**config.mk**
```make
export PLATFORM = sky130hd
export DESIGN_NAME = snowbro2_video_timing
export DESIGN_NICKNAME = d
export VERILOG_FILES = /design/src/rtl/snowbro2_video_pkg.sv /design/src/rtl/snowbro2_vbl_irq.sv /design/src/rtl/snowbro2_video_timing.sv
export SDC_FILE = /design/constraint.sdc
export NUM_CORES = 1
export LEC_CHECK = 0
export ABC_AREA = 1
export BUFFER_PORTS_ARGS = -buffer_cell sky130_fd_sc_hd__buf_4
export CAP_MARGIN = 20
export CORE_MARGIN = 4
export CORE_UTILIZATION = 40
export DETAILED_ROUTE_END_ITERATION = 10
export GPL_ROUTABILITY_DRIVEN = 0
export HOLD_SLACK_MARGIN = 0.02
export REMOVE_ABC_BUFFERS = 1
export SLEW_MARGIN = 40
export SYNTH_ARGS = -nofsm -noshare
export SYNTH_HDL_FRONTEND = slang
export SYNTH_SLANG_ARGS = --single-unit
```
**constraint.sdc**
```tcl
create_clock -name CLK -period 2.1 [get_ports CLK]
set_clock_uncertainty 0.1 [all_clocks]
set_input_delay 0.315 -clock CLK [delete_from_list [all_inputs] [get_ports CLK]]
set_output_delay 0.315 -clock CLK [all_outputs]
set_load 0.005 [all_outputs]
```
**src/rtl/snowbro2_video_pkg.sv**
```systemverilog
// snowbro2_video_pkg
// Shared timing constants and helpers for the Snow Bros 2 video timing
// generator. The raster is 432 pixels x 262 lines at a 6.75 MHz pixel rate.
// The visible area is 320 x 240. HSYNC is 32 pixels wide and VSYNC is 3 lines
// wide.
package snowbro2_video_pkg;

    localparam int CNT_W        = 9;

    localparam int H_TOTAL      = 432;
    localparam int H_ACTIVE     = 320;
    localparam int H_SYNC_START = 352;
    localparam int H_SYNC_W     = 32;

    localparam int V_TOTAL      = 262;
    localparam int V_ACTIVE     = 240;
    localparam int V_SYNC_START = 244;
    localparam int V_SYNC_W     = 3;

    typedef logic [CNT_W-1:0] cnt_t;

    // Counter-width copies of the constants.
    // They let the decode logic compare like-sized operands.
    localparam cnt_t H_LAST_C        = cnt_t'(H_TOTAL - 1);
    localparam cnt_t H_ACTIVE_C      = cnt_t'(H_ACTIVE);
    localparam cnt_t H_SYNC_START_C  = cnt_t'(H_SYNC_START);
    localparam cnt_t H_SYNC_W_C      = cnt_t'(H_SYNC_W);
    localparam cnt_t V_LAST_C        = cnt_t'(V_TOTAL - 1);
    localparam cnt_t V_ACTIVE_C      = cnt_t'(V_ACTIVE);
    localparam cnt_t V_LAST_ACTIVE_C = cnt_t'(V_ACTIVE - 1);
    localparam cnt_t V_SYNC_START_C  = cnt_t'(V_SYNC_START);
    localparam cnt_t V_SYNC_W_C      = cnt_t'(V_SYNC_W);

    // Returns true when pos lies in the half-open window [first, last).
    function automatic logic in_window(input cnt_t pos, input cnt_t first, input cnt_t last);
        return (pos >= first) && (pos < last);
    endfunction

endpackage

```
**src/rtl/snowbro2_vbl_irq.sv**
```systemverilog
// snowbro2_vbl_irq
// Vertical-blank interrupt latch for the 68000. The latch gives a level
// request.
// Ports:
//   clk     - system clock
//   rst_n   - asynchronous active-low reset. It clears any pending request.
//   trigger - one-cycle set pulse at the start of vertical blank
//   ack     - one-cycle CPU acknowledge. It works without regard to the pixel
//             enable.
//   irq     - registered interrupt request level
module snowbro2_vbl_irq
    import snowbro2_video_pkg::*;
(
    input  logic clk,
    input  logic rst_n,
    input  logic trigger,
    input  logic ack,
    output logic irq
);

    // Set has priority over acknowledge.
    // A new vblank cannot be lost to an ack that arrives in the same cycle.
    always_ff @(posedge clk or negedge rst_n) begin
        if (!rst_n) begin
            irq <= 1'b0;
        end else if (trigger) begin
            irq <= 1'b1;
        end else if (ack) begin
            irq <= 1'b0;
        end
    end

endmodule

```
**src/rtl/snowbro2_video_timing.sv**
```systemverilog
// snowbro2_video_timing
// Raster timing generator for Snow Bros 2. It produces the pixel and line
// counters, the blanking and sync strobes, a frame parity bit and the vblank
// interrupt.
// Ports:
//   CLK      - 47.25 MHz system clock
//   RESETn   - asynchronous active-low reset
//   CEN675   - 6.75 MHz pixel enable. It is one CLK wide.
//   HOFFSET  - signed horizontal sync shift, in pixels
//   VOFFSET  - signed vertical sync shift, in lines
//   INT_ACK  - CPU vblank interrupt acknowledge pulse
//   HCNT     - pixel counter, 0..431
//   VCNT     - line counter, 0..261
//   HBLANK, VBLANK, HSYNC, VSYNC - active-high timing strobes
//   INT_VBL  - level interrupt request
//   FRAME    - toggles on each frame wrap
// Configuration:
//   SNOWBRO2_VTIMING_ADJ_EN - when defined, HOFFSET and VOFFSET move the sync
//   pulses. When it is not defined, both ports are ignored.
module snowbro2_video_timing
    import snowbro2_video_pkg::*;
(
    input  logic       CLK,
    input  logic       RESETn,
    input  logic       CEN675,
    input  logic [3:0] HOFFSET,
    input  logic [2:0] VOFFSET,
    input  logic       INT_ACK,
    output logic [8:0] HCNT,
    output logic [8:0] VCNT,
    output logic       HBLANK,
    output logic       VBLANK,
    output logic       HSYNC,
    output logic       VSYNC,
    output logic       INT_VBL,
    output logic       FRAME
);

    cnt_t h_next;
    cnt_t v_next;
    logic h_wrap;
    logic v_wrap;
    cnt_t hs_start;
    cnt_t hs_end;
    cnt_t vs_start;
    cnt_t vs_end;
    logic irq_set;

`ifdef SNOWBRO2_VTIMING_ADJ_EN
    // Sign-extend the offsets to counter width.
    // Two's-complement wrap then gives the subtraction for negative shifts.
    assign hs_start = H_SYNC_START_C + {{(CNT_W-4){HOFFSET[3]}}, HOFFSET};
    assign vs_start = V_SYNC_START_C + {{(CNT_W-3){VOFFSET[2]}}, VOFFSET};
`else
    logic unused_offsets;
    assign unused_offsets = ^{HOFFSET, VOFFSET};
    assign hs_start = H_SYNC_START_C;
    assign vs_start = V_SYNC_START_C;
`endif

    assign hs_end = hs_start + H_SYNC_W_C;
    assign vs_end = vs_start + V_SYNC_W_C;

    // Next-position logic.
    // The strobes are decoded from the next counter values and registered at
    // the same time as the counters. This keeps them aligned with the HCNT and
    // VCNT values they describe.
    always_comb begin
        h_wrap = (HCNT == H_LAST_C);
        v_wrap = h_wrap && (VCNT == V_LAST_C);
        h_next = h_wrap ? '0 : HCNT + cnt_t'(1);
        v_next = VCNT;
        if (h_wrap) begin
            v_next = v_wrap ? '0 : VCNT + cnt_t'(1);
        end
    end

    // Counters and strobes. All of them advance only on pixel-enable cycles.
    always_ff @(posedge CLK or negedge RESETn) begin
        if (!RESETn) begin
            HCNT   <= '0;
            VCNT   <= '0;
            HBLANK <= 1'b0;
            VBLANK <= 1'b0;
            HSYNC  <= 1'b0;
            VSYNC  <= 1'b0;
            FRAME  <= 1'b0;
        end else if (CEN675) begin
            HCNT   <= h_next;
            VCNT   <= v_next;
            HBLANK <= (h_next >= H_ACTIVE_C);
            VBLANK <= (v_next >= V_ACTIVE_C);
            HSYNC  <= in_window(h_next, hs_start, hs_end);
            VSYNC  <= in_window(v_next, vs_start, vs_end);
            if (v_wrap) begin
                FRAME <= ~FRAME;
            end
        end
    end

    // The interrupt sets on the enable that moves the raster from the last
    // active line into line 240, pixel 0.
    assign irq_set = CEN675 && h_wrap && (VCNT == V_LAST_ACTIVE_C);

    snowbro2_vbl_irq u_vbl_irq (
        .clk     (CLK),
        .rst_n   (RESETn),
        .trigger (irq_set),
        .ack     (INT_ACK),
        .irq     (INT_VBL)
    );

endmodule

```
==> summary.txt, run 1 <==
Floorplan
  – Starting Density: 43.3%
  – Die area: 4790 um^2
  – Die Y: 69.2 um
  – Core footprint: 3470 um^2
  – IO Pins: 35
  – Die width: 69.2 um
  – Std-Cell Rows: 21

Clocking
  – Clock buffer count from CTS: 3
  – H-tree depth: 1
  – Clock latency on the worst-skew pair: 0.27 ns
  – Clk slew on worst S/H paths: 0.09 ns
  – Clock buffer depth: 2
  – TritonCTS clock tree: yes
  – Post_cts resized: 0
  – Root buf cell: clkbuf_8
  – CTS Sinks: 24

Critical path
  – CP Data Arrival Time: 1.94 ns
  – CP Class: reg -> reg
  – CP Max Fanout: 9
  – R2r setup slk: 0.23 ns
  – CP required: 2.17 ns
  – Type of origin of the critical path: flop
  – CP endpoint kind: flop

Global routing
  – Routing usage on met2: 26.5%
  – Met1 usage: 18.1%
  – Overall Global Routing Usage: 15.4%
  – GRT busiest layer: met2
  – First-pass GRT wire length: 6130 um
  – Largest net degree at the start of global routing: 27
  – Total gr overflow: 0
  – GR met3 Demand/Resource: 4.93%
  – Vias in the first global route: 1375
  – Initial antenna violation count: 0

STA
  – Final hold vios: 0
  – Final period utilization: 89.1%
  – Setup violators final: 0
  – Final critical-path required period: 1.87 ns
  – Worst-Margin Slew: 0.570 ns
  – Setup repair after global routing missed its margin: false
  – Fmax: 534 MHz
  – Final Max Slew Viols: 0
  – Normalized max-slew margin: 61.9%
  – Setup TNS: 0 ns

Synthesis
  – Cell Area, Synth: 1500 um^2
  – Synthesized flop and latch total: 24
  – Cell with the most instances after synthesis: nand2_1
  – Register area share after synthesis: 40.0%
  – Synth Warn #: 0
  – Cells after synthesis: 204
  – Ys async rst share: 100%
  – Synth Flop Type: dfrtp_1
  – Synth top cells by count: 61 x nand2_1, 24 x dfrtp_1, 19 x inv_1, 18 x nor2_1, 16 x nand3_1
  – Top cells by area, synth: dfrtp_1 40%, nand2_1 15%, nand3_1 5.3%
  – Synth area leader: dfrtp_1
  – Post-synth EDFFs: 0
  – Syn Area/Cell: 7.35 um^2
  – Post-synth top area share: 40.0%
  – Yosys cell types: 27

Layout
  – Final Instance Area: 1790 um^2
  – Final net count: 245
  – Layout area overhead: 19.6%
  – Filler cells: 353
  – Finished Layout Cells: 276
  – Antenna Cells: 0
  – Fraction of layout cells with a size suffix above 1: 20.4%

Power
  – Clk pwr share: 20.5%
  – Flop pwr share: 44.7%
  – P_int: 984 uW
  – Pleak: 0.892 nW
  – Sw Ratio: 37.5%
  – Comb pwr share: 34.8%
  – PwrDens: 878 nW/um^2
  – Net Switching: 591 uW
  – Worst vdd ir: 521 uV

Drt
  – TritonRoute pass-1 iters: 4
  – Final antenna-violating net count: 0
  – Via count: 1386
  – Routed len/inst: 12.1 um
  – DRC Markers: 0
  – Initial drt markers: 91
  – Avg Vias per Cell: 5.02
  – Final WL: 3330 um

Status
  – Status: finished clean

Hold path
  – Worst Hold Class: in -> reg

Place
  – PortBufs: 27
  – # placed instances: 271
  – Hpwl dp: 2450 um
  – Placed Area: 1730 um^2

Flow run
  – Max_cap viols: 0
through the flow:
step                hold WS, ns  util (%)  power, mW  setup WS (ns)
CTS                       0.117      51.7       1.60          0.197
floorplan               -0.0806         -       1.01          0.464
global placement          0.138      49.9       1.26          0.239
detailed placement        0.137      49.9       1.27          0.217
global route              0.129      51.7       1.72         0.0357
finish                    0.121      51.7       1.58          0.229
final timing paths:
kind / start / end / depth (start not counted)
worst max-delay path: HCNT[0] / VSYNC / 10
worst min-delay path: INT_ACK / u_vbl_irq.irq / 2
worst max register to register: HCNT[0] / VSYNC / 10
worst min register to register: FRAME / FRAME / 1
max in group asynchronous: RESETn / HCNT[7] / 2
min in group asynchronous: RESETn / VCNT[0] / 2
state kept, by name, indices dropped and copies added (netlist names):
signal,flops
HSYNC,1
u_vbl_irq.irq,1
VBLANK,1
HBLANK,1
HCNT,9
VSYNC,1
FRAME,1
VCNT,9
critical path, cell delays in order, from the launching register on:
cell and delay (ns):
dfrtp_1 0.42, ha_1 0.24, nand3_2 0.12, nor3_4 0.42, nand2_1 0.09, nand2_1 0.10
inv_1 0.06, nand2_1 0.06, nor2_1 0.04, nand3_1 0.07, nand2_1 0.05
layout by cell type (no fill, tap or decap):
cell type       n
inv_2           2
ha_1            3
nor4_1          1
nor2_8          1
buf_4          27
nand4_1         7
nor2_1         18
clkbuf_8        4
nand3_1        16
inv_1          19
o21ai_0        13
a21oi_1         9
dfrtp_1        24
nand2_2         4
nor2_2          2
a31oi_1         1
nor3_4          1
nor2_4          1
nand3_2         5
o21bai_1        1
xor2_1          3
o21ai_1         2
o21a_1          1
nand2_1        61
dlygate4sd3_1   1
nand3b_1        3
per-layer routing:
layer,vias up,part of all wire [%]
met3,5,6.0
met4,0,1.4
met1,625,44
met5,-,0
li1,722,-
met2,34,48
power groups by stage:
| stage | clock [mW] | sequential, mW | combinational [mW] |
|---|---|---|---|
| floorplan | 0 | 0.700 | 0.313 |
| global placement | 0 | 0.712 | 0.550 |
| detailed placement | 0 | 0.715 | 0.555 |
| CTS | 0.336 | 0.707 | 0.558 |
| global route | 0.356 | 0.728 | 0.633 |
| finish | 0.323 | 0.705 | 0.548 |
cell families after synthesis:
kind of cell,count (synthesis),share of synthesized area [%]
and+or+nand+nor,120,38.9
AOI/OAI and AO/OA,27,9.42
DFF,24,40.0
xor gates and xnor gates,3,1.75
adders and majority gates,3,2.50
buffers and inverters,27,7.34
timing repair:
action                    in CTS  in global routing
hold buffers                   1                  0
hold endpoints to repair      24                  0
setup buffers                  0                  0
layout make-up:
| cell class | instances | area (um^2) | area share, % |
|---|---|---|---|
| Clock buffer | 4 | 55.1 | 3.07 |
| Tap cell | 46 | 57.6 | 3.21 |
| Multi-Input combinational cell | 153 | 790 | 44.0 |
| Sequential cell | 24 | 601 | 33.5 |
| Timing Repair Buffer | 28 | 213 | 11.9 |
| Inverter | 21 | 78.8 | 4.39 |
(Power assumes the default switching activity.)
==> run 2: changes to the inputs <==
--- a/config.mk
+++ b/config.mk
@@ -11,10 +11,9 @@
 export CORE_MARGIN = 4
 export CORE_UTILIZATION = 40
 export DETAILED_ROUTE_END_ITERATION = 10
-export GPL_ROUTABILITY_DRIVEN = 0
 export HOLD_SLACK_MARGIN = 0.02
-export REMOVE_ABC_BUFFERS = 1
 export SLEW_MARGIN = 40
 export SYNTH_ARGS = -nofsm -noshare
 export SYNTH_HDL_FRONTEND = slang
 export SYNTH_SLANG_ARGS = --single-unit
+export TNS_END_PERCENT = 5
==> run 2 against run 1 <==
  * Register-to-register slack improved by 0.02 ns
  * Via count grew 0.65%
  * Global-route usage is 0.096 points lower
  * Wire length rose by 2.5%
  * Non-clock buffer count unchanged
  * Cell count unchanged
  * Clock power grew 26%
  * First-iteration DRC count rose by 30%
  * Critical path type unchanged
  * Largest power group unchanged
  * Highest routed layer unchanged
==> summary.txt, run 2 (same netlist as run 1, synthesis figures left out) <==
Hold path
  – Hold Path End: u_vbl_irq.irq (unchanged)
  – Worst Hold Class: in -> reg (unchanged)
  – Hold Path Origin: INT_ACK (unchanged)
  – Cell depth of the worst hold path: 2 (unchanged)

STA
  – Setup TNS: 0 ns (unchanged)
  – Setup violators final: 0 (unchanged)
  – Setup repair after global routing missed its margin: false (unchanged)
  – Final hold vios: 0 (unchanged)
  – Final Max Slew Viols: 0 (unchanged)
  – Final critical-path required period: 1.85 ns (was 1.87 ns)
  – Fmax: 539 MHz (was 534 MHz)
  – Worst-Margin Slew: 0.515 ns (was 0.570 ns)
  – Normalized max-slew margin: 65.6% (was 61.9%)
  – Final period utilization: 88.3% (was 89.1%)
  – Setup WS post-layout: 0.246 ns (was 0.229 ns)

Place
  – Hpwl dp: 2470 um (was 2450 um)
  – PortBufs: 27 (unchanged)
  – Placer Congestion: 0.895
  – Dpl ws: 0.209 ns (was 0.217 ns)

Critical path
  – R2r setup slk: 0.25 ns (was 0.23 ns)
  – Type of origin of the critical path: flop (unchanged)
  – CP Max Fanout: 9 (unchanged)
  – Critical R2R Capture: VSYNC (unchanged)
  – CP required: 2.21 ns (was 2.17 ns)
  – CP Class: reg -> reg (unchanged)
  – Worst R2R Path Depth: 9 (was 10)
  – CP Data Arrival Time: 1.96 ns (was 1.94 ns)
  – Reg2reg start: HCNT[0] (unchanged)
  – CP endpoint kind: flop (unchanged)

Global routing
  – Met1 usage: 18.8% (was 18.1%)
  – Initial antenna violation count: 0 (unchanged)
  – Vias in the first global route: 1424 (was 1375)
  – GR met3 Demand/Resource: 2.75% (was 4.93%)
  – Routing usage on met2: 26.1% (was 26.5%)
  – Overall Global Routing Usage: 15.3% (was 15.4%)
  – GRT busiest layer: met2 (unchanged)
  – First-pass GRT wire length: 6180 um (was 6130 um)
  – Largest net degree at the start of global routing: 27 (unchanged)
  – Total gr overflow: 0 (unchanged)

Layout
  – Fraction of layout cells with a size suffix above 1: 20.4% (unchanged)
  – Most frequent cells in the layout: 61 x nand2_1, 27 x buf_4, 24 x dfrtp_1 (unchanged)
  – Final net count: 245 (unchanged)
  – Antenna Cells: 0 (unchanged)
  – Biggest regs: HCNT: 9 flops, VCNT: 9 flops (unchanged)
  – Commonest non-fill, non-tap cell in the layout: nand2_1 (unchanged)
  – Layout area overhead: 21.0% (was 19.6%)

Clocking
  – Root buf cell: clkbuf_8 (unchanged)
  – Post-CTS setup buffers: 0 (unchanged)
  – Clock buffer count from CTS: 3 (unchanged)
  – H-tree depth: 1 (unchanged)
  – Clock latency on the worst-skew pair: 0.26 ns (was 0.27 ns)
  – CTS Sinks: 24 (unchanged)
  – Clock buffer depth: 2 (unchanged)
  – TritonCTS clock tree: yes (unchanged)
  – Clk slew on worst S/H paths: 0.09 ns (about the same)

Floorplan
  – Die width: 69.2 um (unchanged)
  – Starting Density: 43.3% (unchanged)
  – Core footprint: 3470 um^2 (unchanged)
  – Die Y: 69.2 um (unchanged)
  – Std-Cell Rows: 21 (unchanged)
  – IO Pins: 35 (unchanged)
  – Die area: 4790 um^2 (unchanged)

Power
  – Sw Ratio: 35.8% (was 37.5%)
  – Clk pwr share: 24.4% (was 20.5%)
  – P_int: 1.07 mW (was 984 uW)
  – PwrDens: 918 nW/um^2 (was 878 nW/um^2)
  – Flop pwr share: 42.5% (was 44.7%)
  – Comb pwr share: 33.2% (was 34.8%)
  – Worst vdd ir: 439 uV (was 521 uV)
  – Net Switching: 596 uW (was 591 uW)
  – Pleak: 0.913 nW (was 0.892 nW)

Synthesis
  – Post-Syn Nets: 218

Flow run
  – Max_cap viols: 0 (unchanged)

Drt
  – Via count: 1395 (was 1386)
  – Final antenna-violating net count: 0 (unchanged)
  – DRC Markers: 0 (unchanged)
  – Avg Vias per Cell: 5.05 (was 5.02)
  – Routed len/inst: 12.4 um (was 12.1 um)
  – Initial drt markers: 118 (was 91)
  – Final WL: 3410 um (was 3330 um)
  – TritonRoute pass-1 iters: 4 (unchanged)

Status
  – Status: finished clean (unchanged)
run 2: changes by cell type in the layout (fill, tap and decap cells not counted), sizes merged:
cell    delta
bufinv     +1
clkbuf     -1
run 2: metal layers:
layer | part of all wire [%] | vias to the layer above
met4 | 1.4 | 0
li1 | - | 715
met3 | 4.2 | 4
met5 | 0 | -
met2 | 48 | 33
met1 | 46 | 643
run 2: what timing repair did:
item / in CTS / in global routing
hold endpoints to repair: 24 / 0
endpoints found under the setup margin: 0 / 1
gates resized for setup: 0 / 1
hold buffers: 1 / 0
run 2: final cells by class:
type,instances,area (um^2)
Multi-Input combinational cell,153,795
Timing Repair Buffer,28,213
Clock inverter,1,30.0
Tap cell,46,57.6
Inverter,21,78.8
Clock buffer,3,41.3
Sequential cell,24,601
Fill cell,357,1650
run 2: through the flow:
step	cell area, um^2	total power, mW	cells	util (%)	hold WS [ns]
after floorplan	1500	1.02	204	-	-0.0806
after global placement	1730	1.26	271	49.9	0.138
after detailed placement	1730	1.27	271	49.9	0.140
after CTS	1810	1.69	276	52.2	0.132
after global routing	1820	1.80	276	52.3	0.155
final	1820	1.67	276	52.3	0.136
run 2: worst max path at each step:
stage	start	end
floorplan	HCNT[0]	HBLANK
global placement	HCNT[0]	VSYNC
detailed placement	HCNT[0]	VSYNC
CTS	HCNT[0]	VSYNC
global route	HCNT[0]	VSYNC
finish	HCNT[0]	VSYNC
run 2: power by group through the flow:
stage	Combinational, mW	Clock (mW)	Sequential, mW
finish	0.553	0.406	0.708
global route	0.630	0.440	0.728
CTS	0.559	0.422	0.707
detailed placement	0.552	0	0.716
global placement	0.548	0	0.710
floorplan	0.327	0	0.696
run 2: worst max-delay path, cell delays in order, from the launching register on:
cell	delay [ns]
dfrtp_1	0.42
ha_1	0.24
nand3_2	0.11
nor3_4	0.37
nand2_1	0.15
nand3_1	0.12
nand3_1	0.10
inv_1	0.07
nand3_1	0.06
nand2_1	0.06
==> run 3: changes to the inputs <==
--- a/config.mk
+++ b/config.mk
@@ -15,5 +15,6 @@
 export SLEW_MARGIN = 40
 export SYNTH_ARGS = -nofsm -noshare
 export SYNTH_HDL_FRONTEND = slang
+export SYNTH_HIERARCHICAL = 1
 export SYNTH_SLANG_ARGS = --single-unit
 export TNS_END_PERCENT = 5
==> run 3 against run 2 <==
  * Critical path depth increased by 2
  * Synthesized cell count grew 5.9%
  * Via count rose by 4.7%
  * Sequential cell count unchanged
==> summary.txt, run 3 <==
STA
  – Setup TNS: 0 ns (unchanged)
  – Setup repair after global routing missed its margin: false (unchanged)
  – Setup violators final: 0 (unchanged)
  – Fmax: 532 MHz (was 539 MHz)
  – Worst-Margin Slew: 0.619 ns (was 0.515 ns)
  – Final hold slack: 0.180 ns (was 0.136 ns)
  – Final critical-path required period: 1.88 ns (was 1.85 ns)
  – Final Max Slew Viols: 0 (unchanged)
  – Normalized max-slew margin: 58.7% (was 65.6%)
  – Final period utilization: 89.5% (was 88.3%)
  – Final hold vios: 0 (unchanged)

Global routing
  – Vias in the first global route: 1357 (was 1424)
  – Overall Global Routing Usage: 15.5% (was 15.3%)
  – First-pass GRT wire length: 6250 um (was 6180 um)
  – Total gr overflow: 0 (unchanged)
  – Initial antenna violation count: 0 (unchanged)
  – Largest net degree at the start of global routing: 25 (was 27)

Layout
  – Most frequent cells in the layout: 72 x nand2_1, 33 x buf_4, 25 x inv_1 (was 61 x nand2_1, 27 x buf_4, 24 x dfrtp_1)
  – Fraction of layout cells with a size suffix above 1: 19.0% (was 20.4%)
  – Final net count: 264 (was 245)
  – Commonest non-fill, non-tap cell in the layout: nand2_1 (unchanged)
  – Filler cells: 389 (was 357)
  – Antenna Cells: 0 (unchanged)
  – Layout area overhead: 23.4% (was 21.0%)
  – Biggest regs: HCNT: 9 flops, VCNT: 9 flops (unchanged)
  – Finished Layout Cells: 296 (was 276)

Floorplan
  – Die area: 4870 um^2 (was 4790 um^2)
  – Starting Density: 41.7% (was 43.3%)
  – IO Pins: 35 (unchanged)
  – Die width: 69.8 um (was 69.2 um)
  – Std-Cell Rows: 22 (was 21)
  – Core footprint: 3660 um^2 (was 3470 um^2)
  – Die Y: 69.8 um (was 69.2 um)

Drt
  – Initial drt markers: 73 (was 118)
  – Max layer used: met4 (unchanged)
  – Avg Vias per Cell: 4.94 (was 5.05)
  – Via count: 1461 (was 1395)
  – M1 WL: 1750 um (was 1580 um)
  – Routed len/inst: 12.0 um (was 12.4 um)
  – TritonRoute pass-1 iters: 4 (unchanged)
  – Met2 WL: 1600 um (was 1640 um)
  – Final WL: 3540 um (was 3410 um)
  – Final antenna-violating net count: 0 (unchanged)
  – Routed wl met3: 158 um (was 142 um)
  – DRC Markers: 0 (unchanged)

Clocking
  – CTS Sinks: 24 (unchanged)
  – Clock latency on the worst-skew pair: 0.26 ns (about the same)
  – Clk slew on worst S/H paths: 0.08 ns (was 0.09 ns)
  – H-tree depth: 1 (unchanged)
  – Root buf cell: clkbuf_8 (unchanged)
  – TritonCTS clock tree: yes (unchanged)
  – Clock buffer count from CTS: 3 (unchanged)
  – Clock buffer depth: 2 (unchanged)

Critical path
  – CP endpoint kind: flop (unchanged)
  – CP Max Fanout: 7 (was 9)
  – CP Data Arrival Time: 1.98 ns (was 1.96 ns)
  – CP required: 2.20 ns (was 2.21 ns)
  – Type of origin of the critical path: flop (unchanged)
  – Reg2reg start: HCNT[0] (unchanged)
  – CP Class: reg -> reg (unchanged)
  – CP startpoint: HCNT[0] (unchanged)

Synthesis
  – Register area share after synthesis: 39.3% (was 40.0%)
  – Synth Flop Type: dfrtp_1 (unchanged)
  – Post-synth EDFFs: 0 (unchanged)
  – Synthesized flop and latch total: 24 (unchanged)
  – Syn Area/Cell: 7.07 um^2 (was 7.35 um^2)
  – Ys async rst share: 100% (unchanged)
  – Synth area leader: dfrtp_1 (unchanged)
  – Post-synth top area share: 39.3% (was 40.0%)
  – Cell with the most instances after synthesis: nand2_1 (unchanged)
  – Cell Area, Synth: 1530 um^2 (was 1500 um^2)
  – Cells after synthesis: 216 (was 204)
  – Yosys cell types: 25 (was 27)
  – Post-Syn Nets: 230 (was 218)
  – Synth top cells by count: 72 x nand2_1, 26 x inv_1, 24 x dfrtp_1, 19 x nand3_1, 15 x nor2_1 (was 61 x nand2_1, 24 x dfrtp_1, 19 x inv_1, 18 x nor2_1, 16 x nand3_1)
  – Synth Warn #: 6 (was 0)
  – Top cells by area, synth: dfrtp_1 39%, nand2_1 18%, inv_1 6.4% (was dfrtp_1 40%, nand2_1 15%, nand3_1 5.3%)

Place
  – Placer Congestion: 0.872 (was 0.895)
  – # placed instances: 291 (was 271)
  – PortBufs: 27 (unchanged)
  – Hpwl dp: 2660 um (was 2470 um)

Flow run
  – Max_cap viols: 0 (unchanged)

Power
  – Pleak: 0.967 nW (was 0.913 nW)
  – PwrDens: 793 nW/um^2 (was 918 nW/um^2)
  – Worst vdd ir: 395 uV (was 439 uV)

Status
  – Status: finished clean (unchanged)

Hold path
  – Worst Hold Class: in -> reg (unchanged)
  – Hold Path Origin: INT_ACK (unchanged)
==> run 3: cells by family after synthesis <==
kind of cell / Yosys count / synth area share, %
compound gates: 26 / 9.10
xor+xnor: 4 / 2.29
fa+ha+maj: 3 / 2.46
buf+inv: 32 / 8.44
flops: 24 / 39.3
simple gates: 127 / 38.4
==> run 3: worst max-delay path: stages (launching register included) <==
cell and delay [ns]:
dfrtp_1 0.38, ha_1 0.22, nand3_2 0.13, clkinvlp_4 0.18, buf_4 0.20, nand4_1 0.09, nand3_1 0.10, a21oi_1 0.16
nand2_1 0.07, nand2_1 0.06, nand3_1 0.06, nand2_1 0.07
==> run 3: final timing paths <==
path	endpoint	slack (ns)	cells past startpoint
min in group asynchronous	VCNT[1]	0.38	2
max in group asynchronous	HCNT[4]	1.28	2
worst max-delay path	VSYNC	0.22	11
worst max register to register	VSYNC	0.22	11
worst min register to register	FRAME	0.37	1
worst min-delay path	u_vbl_irq/irq	0.18	4
==> run 3: stage by stage <==
step / util [%] / power, mW / instance area, um^2 / worst slack, ns
floorplan: - / 0.973 / 1530 / 0.319
global placement: 49.6 / 1.23 / 1820 / 0.170
detailed placement: 49.6 / 1.24 / 1820 / 0.159
CTS: 51.0 / 1.52 / 1870 / 0.127
global route: 51.4 / 1.63 / 1880 / 0.0260
finish: 51.4 / 1.49 / 1880 / 0.220
==> run 3: layout make-up <==
type | count | area, um^2 | share of cell area [%]
sequential | 24 | 601 | 31.9
inverter | 26 | 101 | 5.38
timing repair buffer | 35 | 278 | 14.8
clock buffer | 3 | 41.3 | 2.19
tap | 48 | 60.1 | 3.19
multi-input combinational | 160 | 802 | 42.6
==> run 3: power by group <==
group	leakage, nW	switching, mW	internal, mW	total [mW]
clock	0.0216	0.138	0.128	0.266
combinational	0.641	0.275	0.262	0.537
sequential	0.304	0.130	0.561	0.690
total	0.967	0.543	0.951	1.49
==> run 3: routing by layer <==
layer,vias to the layer above,track usage [%]
li1,760,-
met1,667,20.6
met2,30,25.6
met3,4,2.90
met4,0,4.04
met5,-,0
==> run 3: repair_timing <==
item / 4_1_cts / 5_1_grt
setup buffers: 0 / 1
endpoints found under the setup margin: 0 / 5
gates resized for setup: 0 / 2
hold buffers: 1 / 0
hold endpoints to repair: 24 / 0
